$ cat src/rtl/controlador_motores_pkg.sv
// Shared types for the two-motor start/stop controller: FSM state codes, mode
// constants and a constant helper for counter sizing.
package controlador_pkg;

    typedef enum logic [1:0] {
        REPOSO  = 2'd0,
        ESCALON = 2'd1,
        MARCHA  = 2'd2,
        ENFRIA  = 2'd3
    } estado_e;

    localparam logic MODO_ALTERNO = 1'b0;
    localparam logic MODO_DUAL    = 1'b1;

    function automatic int unsigned max3(input int unsigned a, input int unsigned b,
                                         input int unsigned c);
        int unsigned m;
        m = (a > b) ? a : b;
        return (m > c) ? m : c;
    endfunction

endpackage

$ cat src/rtl/controlador_motores_if.sv
// Run request / motor enable bundle between the stimulus side (master) and the
// controller (slave).
interface controlador_motores_if;

    logic       arranque;
    logic       modo;
    logic       motor1;
    logic       motor2;
    logic       ocupado;
    logic [1:0] estado;

    modport master (
        output arranque,
        output modo,
        input  motor1,
        input  motor2,
        input  ocupado,
        input  estado
    );

    modport slave (
        input  arranque,
        input  modo,
        output motor1,
        output motor2,
        output ocupado,
        output estado
    );

endinterface

$ cat src/rtl/controlador_motores_detector_flanco.sv
// Registered rising-edge detector. A rise is only reported once the input has
// been seen low after reset, so a level already high at reset release is ignored.
module detector_flanco (
    input  logic clk,
    input  logic rst,
    input  logic d,
    output logic rise
);

    logic prev_q;
    logic armado_q;

    always_ff @(posedge clk or posedge rst) begin
        if (rst) begin
            prev_q   <= 1'b0;
            armado_q <= 1'b0;
        end else begin
            prev_q   <= d;
            armado_q <= armado_q | ~d;
        end
    end

    assign rise = d & ~prev_q & armado_q;

endmodule

$ cat src/rtl/controlador_motores.sv
// Two-motor start/stop controller: alternating or staggered dual start, with a
// mandatory cool-down after every stop. Optional run limit under MARCHA_MAX_EN.
module controlador_motores
    import controlador_pkg::*;
#(
    parameter int unsigned T_ESCALON = 4,
    parameter int unsigned T_ENFRIA  = 8,
    parameter int unsigned T_MAX     = 64
) (
    input  logic                 clk,
    input  logic                 rst,
    controlador_motores_if.slave bus
);

    localparam int unsigned CW = $clog2(max3(T_ESCALON, T_ENFRIA, T_MAX) + 1);
    typedef logic [CW-1:0] cnt_t;

    localparam cnt_t ESC_FIN = cnt_t'(T_ESCALON - 1);
    localparam cnt_t ENF_FIN = cnt_t'(T_ENFRIA - 1);

    estado_e state_q;
    cnt_t    cnt_q;
    logic    motor1_q;
    logic    motor2_q;
    logic    ocupado_q;
    logic    turno_q;
    logic    modo_q;
    logic    rise;
    logic    limite;
    logic    parar;

    detector_flanco u_flanco (
        .clk  (clk),
        .rst  (rst),
        .d    (bus.arranque),
        .rise (rise)
    );

    function automatic cnt_t inc_sat(input cnt_t v);
        return (v == '1) ? v : v + cnt_t'(1);
    endfunction

`ifdef MARCHA_MAX_EN
    localparam cnt_t RUN_FIN = cnt_t'(T_MAX);
    cnt_t run_q;

    // Run counter is 1 after the start edge, so the stop lands exactly T_MAX edges later.
    always_ff @(posedge clk or posedge rst) begin
        if (rst) begin
            run_q <= '0;
        end else if (state_q == REPOSO) begin
            run_q <= rise ? cnt_t'(1) : '0;
        end else if (state_q == ESCALON || state_q == MARCHA) begin
            run_q <= inc_sat(run_q);
        end else begin
            run_q <= '0;
        end
    end

    assign limite = (run_q >= RUN_FIN);
`else
    assign limite = 1'b0;
`endif

    // Stop wins over stagger completion in the same cycle.
    assign parar = ((state_q == ESCALON) || (state_q == MARCHA)) && (!bus.arranque || limite);

    always_ff @(posedge clk or posedge rst) begin
        if (rst) begin
            state_q   <= REPOSO;
            cnt_q     <= '0;
            motor1_q  <= 1'b0;
            motor2_q  <= 1'b0;
            ocupado_q <= 1'b0;
            turno_q   <= 1'b0;
            modo_q    <= MODO_ALTERNO;
        end else begin
            unique case (state_q)
                REPOSO: begin
                    if (rise) begin
                        cnt_q     <= '0;
                        ocupado_q <= 1'b1;
                        modo_q    <= bus.modo;
                        if (bus.modo == MODO_DUAL) begin
                            state_q  <= ESCALON;
                            motor1_q <= 1'b1;
                        end else begin
                            state_q  <= MARCHA;
                            motor1_q <= ~turno_q;
                            motor2_q <= turno_q;
                        end
                    end
                end
                ESCALON: begin
                    if (parar) begin
                        state_q  <= ENFRIA;
                        cnt_q    <= '0;
                        motor1_q <= 1'b0;
                        motor2_q <= 1'b0;
                    end else if (cnt_q == ESC_FIN) begin
                        state_q  <= MARCHA;
                        motor2_q <= 1'b1;
                    end else begin
                        cnt_q <= inc_sat(cnt_q);
                    end
                end
                MARCHA: begin
                    if (parar) begin
                        state_q  <= ENFRIA;
                        cnt_q    <= '0;
                        motor1_q <= 1'b0;
                        motor2_q <= 1'b0;
                        if (modo_q == MODO_ALTERNO) begin
                            turno_q <= ~turno_q;
                        end
                    end
                end
                ENFRIA: begin
                    motor1_q <= 1'b0;
                    motor2_q <= 1'b0;
                    if (cnt_q == ENF_FIN) begin
                        state_q   <= REPOSO;
                        cnt_q     <= '0;
                        ocupado_q <= 1'b0;
                    end else begin
                        cnt_q <= inc_sat(cnt_q);
                    end
                end
                default: begin
                    state_q <= REPOSO;
                end
            endcase
        end
    end

    assign bus.motor1  = motor1_q;
    assign bus.motor2  = motor2_q;
    assign bus.ocupado = ocupado_q;
    assign bus.estado  = state_q;

endmodule

$ cat src/flat_wrapper.sv
// flat-port wrapper written by rule: the top's interface ports become plain ports
module controlador_motores_flat import controlador_pkg::*;
#(
    parameter int unsigned T_ESCALON = 4,
    parameter int unsigned T_ENFRIA  = 8,
    parameter int unsigned T_MAX     = 64
)
  (clk, rst, bus_arranque, bus_modo, bus_motor1, bus_motor2, bus_ocupado, bus_estado);
  controlador_motores_if bus_i ();
  input  logic clk;
  input  logic rst;
  input wire logic [$bits(bus_i.arranque)-1:0] bus_arranque;
  input wire logic [$bits(bus_i.modo)-1:0] bus_modo;
  output wire logic [$bits(bus_i.motor1)-1:0] bus_motor1;
  output wire logic [$bits(bus_i.motor2)-1:0] bus_motor2;
  output wire logic [$bits(bus_i.ocupado)-1:0] bus_ocupado;
  output wire logic [$bits(bus_i.estado)-1:0] bus_estado;
  assign bus_i.arranque = bus_arranque;
  assign bus_i.modo = bus_modo;
  assign bus_motor1 = bus_i.motor1;
  assign bus_motor2 = bus_i.motor2;
  assign bus_ocupado = bus_i.ocupado;
  assign bus_estado = bus_i.estado;
  controlador_motores #(.T_ESCALON(T_ESCALON), .T_ENFRIA(T_ENFRIA), .T_MAX(T_MAX)) u_core (.clk(clk), .rst(rst), .bus(bus_i));
endmodule
$ cat config.mk
export PLATFORM = sky130hd
export DESIGN_NAME = controlador_motores_flat
export DESIGN_NICKNAME = d
export VERILOG_FILES = /design/src/rtl/controlador_motores_pkg.sv /design/src/rtl/controlador_motores_if.sv /design/src/rtl/controlador_motores_detector_flanco.sv /design/src/rtl/controlador_motores.sv /design/src/flat_wrapper.sv
export SDC_FILE = /design/constraint.sdc
export NUM_CORES = 1
export LEC_CHECK = 0
export CORE_MARGIN = 2
export CORE_UTILIZATION = 40
export DETAILED_ROUTE_END_ITERATION = 8
export PLACE_DENSITY_LB_ADDON = 0.12
export SETUP_SLACK_MARGIN = 0.05
export SYNTH_ARGS = -nofsm -noshare
export SYNTH_HDL_FRONTEND = slang
export SYNTH_SLANG_ARGS = --single-unit
$ cat constraint.sdc
create_clock -name clk -period 3.02 [get_ports clk]
set_input_delay 0.906 -clock clk [delete_from_list [all_inputs] [get_ports clk]]
set_output_delay 0.906 -clock clk [all_outputs]
set_load 0.03 [all_outputs]
### Word level (Yosys, flattened, before mapping)

Cells that the tools add are included.

| cells by class | value |
|---|---|
| magnitude comparators | 0 |
| reduce and logical (&&, ||, !) cells | 13 |
| divide/modulo/power cells | 0 |
| add/subtract/negate cells | 1 |
| equality and inequality tests | 13 |
| bitwise operators | 7 |
| shifts and indexed selects | 0 |
| $mul | 0 |
| multiplexer cells | 26 |

Operators with widths:

| operator | number |
|---|---|
| two-way mux 7 bit | 6 |
| case mux 7 bit (4 select lines) | 1 |
| two-way mux 2 bit | 6 |
| two-way mux 1 bit | 9 |
| AND reduction 3 bit | 3 |
| inequality test 2 x 1 -> 1 bit, second input constant | 4 |
| case mux 2 bit (4 select lines) | 1 |
| AND reduction 4 bit | 2 |
| adder 7 x 1 -> 7 bit, second input constant | 1 |
| equality test 7 x 2 -> 1 bit, second input constant | 1 |
| equality test 7 x 3 -> 1 bit, second input constant | 1 |
| equality test 7 bit, second input constant | 1 |
| inequality test 3 x 2 -> 1 bit, second input constant | 2 |
| equality test 2 bit, second input constant | 2 |
| NOT 1 bit | 4 |
| case mux 1 bit (4 select lines) | 1 |
| AND reduction 2 bit | 2 |
| case mux 1 bit (3 select lines) | 1 |
| AND 1 bit | 2 |
| equality test 2 x 1 -> 1 bit, second input constant | 1 |
| logical NOT 2 bit | 1 |
| inequality test 2 bit, second input constant | 1 |
| case mux 1 bit (2 select lines) | 1 |
| nonzero test 2 bit | 1 |
| other kinds (5) | 5 |

| word-level totals | value |
|---|---|
| output and inout bits | 5 |
| register bits | 16 |
| ROM bits | 0 |
| input bits | 4 |
| bits in latches | 0 |
| memory bits (writable) | 0 |
| word-level logic and storage cells | 69 |
| memories kept | 0 |

### Logic depth before layout (Yosys ltp)

Gate-level depths: netlist (run 1).

| depth | value |
|---|---|
| word-level depth | 5 |
| depth in mapped cells | 7 |
| gate-level depth less buffers | 7 |

### Hierarchy

Synthesis (run 1) repeated with hierarchy kept, for this count alone.

| unflattened totals | value |
|---|---|
| cell total of the unflattened synthesis | 103 |
| area total of the unflattened synthesis | 1,067.3 µm² |

By module, submodules not included:

| module | seq. area each (µm²) | cells each | area an instance (µm²) | instances |
|---|---|---|---|---|
| controlador_motores | 350.3 | 98 | 998.5 | 1 |
| detector_flanco | 50.0 | 5 | 68.8 | 1 |

### Worst setup path before layout (run 1)

Ideal clock, no wire load.

| timing | value |
|---|---|
| path type | reg2reg |
| from | register u_core.state_q[0] (netlist: u_core.bus.estado[0]) |
| to | register u_core.state_q[0] (netlist: u_core.bus.estado[0]) |
| buffers on the path | 0 |
| clock period less this slack | 2.091 ns |
| data required time | 2.895 ns |
| arrival | 1.966 ns |
| slack | 0.929 ns |
| cell stages (with the launch flop) | 8 |
| setup time | 0.125 ns |
| cells stage by stage | dfrtp_1 inv_1 ha_1 nand2b_4 and2_1 a21oi_1 o21ai_1 mux2_2 |

| between the ends | value |
|---|---|
| word-level cells in the longest chain between the ends | 5 |
| elaborated cells between the ends (all ways) | 13 |
| those cells by class | 7 x eq/ne; 2 x mux; 4 x reduce/logical |

Ends and longest elaborated chain:

| element | line | text |
|---|---|---|
| from (decl) | controlador_motores.sv:21 | `estado_e state_q;` |
| from (signal assigned) | controlador_motores.sv:70 | `state_q <= REPOSO;` |
| from (signal assigned) | controlador_motores.sv:85 | `state_q <= ESCALON;` |
| from (signal assigned) | controlador_motores.sv:88 | `state_q <= MARCHA;` |
| equality test 2 x 1 -> 1 bit / equality test 2 bit (equally long branches) | controlador_motores.sv:66, controlador_motores.sv:78 |  |
| logical OR 1 bit | controlador_motores.sv:66 | `assign parar = ((state_q == ESCALON) \|\| (state_q == MARCHA)) && (!bus.arranque \|\| limite);` |
| logical AND 1 bit | controlador_motores.sv:66 |  |
| inequality test 3 x 2 -> 1 bit (no line) (tied with other cells) | - |  |
| AND reduction 4 bit (no line) / case mux 2 bit (4 select lines) (equally long branches) | - |  |

Parallel ways exist; a longest one is shown, timed or not.
A chain may end at the register's enable or synchronous reset.

### Worst setup path after layout (run 1)

| timing | value |
|---|---|
| from | input port bus_arranque |
| to | register u_core.state_q[0] (netlist: u_core.bus.estado[0]) |

| between the ends | value |
|---|---|
| word-level cells in the longest chain between the ends | 4 |
| elaborated cells between the ends (all ways) | 10 |
| those cells by class | 3 x eq/ne; 2 x mux; 2 x bitwise; 3 x reduce/logical |

Ends and longest elaborated chain:

| element | line | text |
|---|---|---|
| from (decl) | flat_wrapper.sv:12 | `input wire logic [$bits(bus_i.arranque)-1:0] bus_arranque;` |
| AND 1 bit / logical NOT 1 bit (equally long branches) | controlador_motores_detector_flanco.sv:23, controlador_motores.sv:66 |  |
| AND 1 bit / logical AND 1 bit (equally long branches) | controlador_motores_detector_flanco.sv:23, controlador_motores.sv:66 |  |
| inequality test 2 x 1 -> 1 bit (no line) (tied with other cells) | - |  |
| AND reduction 4 bit (no line) / case mux 2 bit (4 select lines) (equally long branches) | - |  |

Parallel ways exist; a longest one is shown, timed or not.

==> metrics.csv, run 1 <==
metric;value;unit
timing_max_transition_violations_final;0;
cts.repair.resized;0;
criticalPathCategory;input port to flop;
crit_required;3.20;ns
worst_pin_slew;0.622;ns
hold_viol_final;0;
grt_pass1_wl;3.36;mm
nets;124;
dieArea;2840;um^2
status;finished clean;
grt_usage;16.6;%
ys_seq_area_share;41.1;%
fin_cells;141;
synth-main-ff-cell;dfrtp_1;
synth.distinct_cells;38;
setup_tns;0;ns
postSynthRegisterBits;16;
cts_hold_buffers;0;
hold_class;flop to flop;
whs;0.502;ns
grt_overflow;0;
gp_congestion;0.757;
cp_slowest_cell;clkdlybuf4s50_1;
viasPerCell;5.35;
multi_input_area;534;um^2
drtIter0Drc;23;
p_leak;0.479;nW
pin_count;9;
yosys_warnings;0;
cts_sinks;16;
initial_core_util;43.2;%
drive_above_1_share;12.4;%
power;1.12;mW
n_antenna_cell;0;
syn_area_per_cell;9.54;um^2
syn_inst;102;
crit_path_start_kind;input port;
numCtsBuffers;3;
worstPathArrival;2.64;ns
critical_path.cell_chain;clkdlybuf4s50_1 -> nand2b_4 -> and2_1 -> a21oi_1 -> o21ai_1 -> mux2_2;
synth_edf_count;0;
cts_tree;yes;
die_h;53.3;um
timing.fmax;407;MHz
clock-skew-final;0.000880;ns
fin_crit_sh;81.4;%
slew_headroom;58.5;%
synth.area.top_cells;dfrtp_1 (41%), ha_1 (6.4%), a21oi_1 (5.1%);
dp.cells;138;
final.min_clock_period;2.46;ns
antenna_found_initial;0;
crit_path_max_incr_delay;0.60;ns
path_clk_slew;0.09;ns
yosysTopAreaCell;dfrtp_1;
ant_nets;0;
p_per_area;1010;nW/um^2
num_vias;754;
hpwl;1.42;mm
placement_rows;17;
fill_cells;224;
synth_area;973;um^2
clock_latency;0.28;ns
synth_top_area_share;41.1;%
async_flop_share;100;%
cts-root-buf;clkbuf_4;
dr.pass1.iters;4;
peakVddDrop;0.537;mV
h-tree-depth;1;
register_area;400;um^2
setup_viol;0;
area_growth;14.4;%
critPathBufInv;1;
synth_nets;111;
wl_per_cell;13.7;um
routed_wirelength;1.93;mm
clock_path_buffers;2;
endpoint_kind;flop;
coreArea;2250;um^2
critPathMaxFanout;7;
die_w;53.3;um
postCtsSetupRepairBufs;0;
critPathTopFamily;buffers and inverters;
portBuffers;8;
drc;0;
grt_max_degree;17;
cap_violations;0;
rsz0062_at_grt;false;
grt_pass1_vias;766;
where the power goes:
group | internal, mW | switching [mW] | total [mW]
Sequential | 0.277 | 0.0522 | 0.329
Combinational | 0.292 | 0.389 | 0.681
Clock | 0.0463 | 0.0666 | 0.113
layout by cell type, fill, tap and decap left out, drive strengths merged, types with 3 or more instances in the layout:
cell,synthesis,layout
a21oi,11,11
nand2,8,8
nor2,9,9
clkbuf,0,3
o31ai,4,4
ha,5,5
dfrtp,16,16
o21ai,5,5
or3,3,3
inv,9,9
clkdlybuf4s50,0,8
stage by stage:
step           setup slack, ns  area, um^2  utilization (%)
2_1_floorplan            0.929         973                -
3_3_place_gp             0.349        1090             48.4
3_5_place_dp             0.272        1090             48.4
4_1_cts                  0.579        1110             49.4
5_1_grt                  0.511        1110             49.4
6_report                 0.561        1110             49.4
logic make-up (layout without fill, tap and decap cells):
| family | count (synthesis) | in the layout | share of synthesized area (%) |
|---|---|---|---|
| buf+inv | 10 | 21 | 3.98 |
| mux | 4 | 4 | 4.37 |
| xor+xnor | 2 | 2 | 1.80 |
| simple gates | 35 | 35 | 20.3 |
| compound gates | 30 | 30 | 22.0 |
| flops | 16 | 16 | 41.1 |
| fa+ha+maj | 5 | 5 | 6.43 |
final timing paths:
check / cells past startpoint / endpoint / start / slack [ns]
max: 6 / u_core.bus.estado[0] / bus_arranque / 0.56
min: 1 / u_core.u_flanco.armado_q / u_core.u_flanco.armado_q / 0.50
max reg2reg: 7 / u_core.bus.estado[0] / u_core.bus.estado[0] / 0.95
min reg2reg: 1 / u_core.u_flanco.armado_q / u_core.u_flanco.armado_q / 0.50
max in group asynchronous: 2 / u_core.modo_q / rst / 1.63
min in group asynchronous: 2 / u_core.cnt_q[3] / rst / 0.99
state kept, by name, indices dropped and copies added, names as in the netlist:
register and count:
u_core.bus.estado 2, u_core.bus.motor1 1, u_core.bus.motor2 1, u_core.bus.ocupado 1, u_core.cnt_q 7, u_core.modo_q 1, u_core.turno_q 1, u_core.u_flanco.armado_q 1
u_core.u_flanco.prev_q 1
area by class of cell:
cell class              count  share of cell area, %
flip-flops and latches     16                   36.0
inverters                   9                   3.03
clock buffers               3                   2.02
multi-input cells          76                   48.0
repair buffers              9                   7.87
well taps                  28                   3.15
synthesized netlist by cell type, drive strengths merged (2+ instances only):
cell type,number
dfrtp,16
a21oi,11
inv,9
nor2,9
nand2,8
ha,5
o21ai,5
o31ai,4
or3,3
a211oi,2
a21o,2
and2,2
mux2,2
mux2i,2
nand3b,2
nor3,2
or4,2
xor2,2
metal layers:
metal  part of all wire (%)  vias up  GRT usage, %
li1                       -      385             -
met1                     52      353          22.7
met2                     44       12          25.9
met3                    3.0        4          2.54
met4                    1.2        0          6.41
met5                      0        -             0
worst reg2reg max path, delay by kind of cell, from the launching register on:
kind | cells | cell delay, ns
AND/OR/NAND/NOR | 2 | 0.39
flip-flops | 1 | 0.42
AO/OA/AOI/OAI | 2 | 0.31
buffers and inverters | 1 | 0.08
multiplexers | 1 | 0.36
adder cells (fa/ha/maj) | 1 | 0.41
(Power assumes the default switching activity.)
==> run 2, diff against run 1 <==
==> constraint.sdc (replaced) <==
create_clock -name clk -period 2.05 [get_ports clk]
set_input_delay 0.615 -clock clk [delete_from_list [all_inputs] [get_ports clk]]
set_output_delay 0.615 -clock clk [all_outputs]
set_load 0.03 [all_outputs]
==> metrics.csv, run 2 (synthesized netlist as in run 1, its figures left out) <==
metric;value;unit
status;finished clean;
viasPerCell;5.39;
portBuffers;8;
layout_setup_ws;0.112;ns
p_leak;0.542;nW
critPathTopFamily;buffers and inverters;
initial_core_util;43.2;%
rsz0062_at_grt;false;
cts_tree;yes;
grt_pass1_wl;3.48;mm
criticalPathCategory;flop to output pin;
p_comb_share;61.2;%
dieArea;2840;um^2
die_h;53.3;um
place_ws;-0.180;ns
fill_cells;222;
fin_util;53.7;%
power;1.82;mW
register_area;403;um^2
seqPwrFrac;27.0;%
p_int;1.04;mW
final_common_cell;dfrtp_1;
timing.fmax;516;MHz
largest_register_ffs;7;
grt_usage;17.3;%
clkPwrFrac;11.8;%
cp_slowest_cell;clkdlybuf4s50_1;
critPathMaxFanout;2;
dp.cells;148;
hpwl;1.47;mm
dr.pass1.iters;4;
rr_startpoint;u_core.bus.estado[1];
endpoint_kind;output pin;
antenna_found_initial;0;
gp_congestion;0.791;
die_w;53.3;um
crit_required;1.43;ns
wl_per_cell;13.0;um
timing_max_transition_violations_final;0;
setup_viol;0;
grt_max_degree;17;
drive_above_1_share;23.4;%
worst_pin_slew;0.365;ns
path_clk_slew;0.09;ns
slew_headroom;75.7;%
drc;0;
pin_count;9;
p_sw_share;42.9;%
h-tree-depth;1;
fin_crit_sh;94.5;%
switchingPower;0.780;mW
cts_hold_buffers;0;
startpoint;u_core.bus.ocupado;
cap_violations;0;
cts_sinks;16;
crit_path_start_kind;flop;
area_growth;24.4;%
peakVddDrop;1.01;mV
critical_path.cell_chain;clkdlybuf4s50_1;
critPathBufInv;1;
hold_viol_final;0;
routed_wirelength;1.98;mm
ant_nets;0;
final_cell_mix;dfrtp_1 (14), buf_4 (11), a21oi_1 (10);
n_antenna_cell;0;
crit_path_max_incr_delay;0.67;ns
num_vias;820;
p_per_area;1500;nW/um^2
grt_pass1_vias;788;
hp-start;u_core.u_flanco.armado_q;
clock-skew-final;0.000651;ns
hold_class;flop to flop;
final.min_clock_period;1.94;ns
numCtsBuffers;3;
postCtsSetupRepairBufs;0;
r2r_slack;0.18;ns
grt_overflow;0;
drtIter0Drc;19;
clock_latency;0.29;ns
multi_input_area;539;um^2
placement_rows;17;
coreArea;2250;um^2
nets;134;
cts-root-buf;clkbuf_4;
clock_path_buffers;2;
worstPathArrival;1.32;ns
regMostFlops;u_core.cnt_q;
fin_cells;152;
-- run 2: layout make-up --
class,count,share of cell area [%]
Tap cell,28,2.89
Timing Repair Buffer,19,13.5
Clock buffer,4,3.00
Multi-Input combinational cell,76,44.5
Sequential cell,16,33.3
Inverter,9,2.79
-- run 2: per-stage QoR --
step | setup TNS [ns] | cell area (um^2) | hold slack (ns)
after global placement | -1.04 | 1170 | 0.480
after floorplan | 0 | 976 | 0.453
after CTS | 0 | 1200 | 0.497
after detailed placement | -1.08 | 1170 | 0.471
final | 0 | 1210 | 0.492
after global routing | 0 | 1210 | 0.522
-- run 2: routing by layer --
layer | up-vias | share of wire, % | global-route usage [%]
li1 | 408 | - | -
met1 | 387 | 52 | 24.6
met2 | 20 | 40 | 24.5
met3 | 5 | 5.0 | 2.54
met4 | 0 | 2.7 | 10.3
met5 | - | 0 | 0
-- run 2: power by group through the flow --
stage,Clock [mW],Sequential [mW],Combinational (mW)
finish,0.214,0.491,1.11
global route,0.231,0.507,1.24
CTS,0.220,0.492,1.11
detailed placement,0,0.498,1.11
global placement,0,0.495,1.11
floorplan,0,0.555,0.681
-- run 2: final timing paths --
path | depth (start not counted) | to
setup / recovery | 1 | bus_ocupado
hold / removal | 1 | u_core.u_flanco.armado_q
setup reg to reg | 7 | u_core.cnt_q[2]
hold reg to reg | 1 | u_core.u_flanco.armado_q
max in group asynchronous | 3 | u_core.bus.estado[1]
min in group asynchronous | 3 | u_core.cnt_q[5]
-- run 2: timing repair --
action | CTS | global route
endpoints found under the setup margin | 1 | 3
endpoints found under the hold margin | 0 | 0
cloned | 0 | 0
resized for setup | 1 | 3
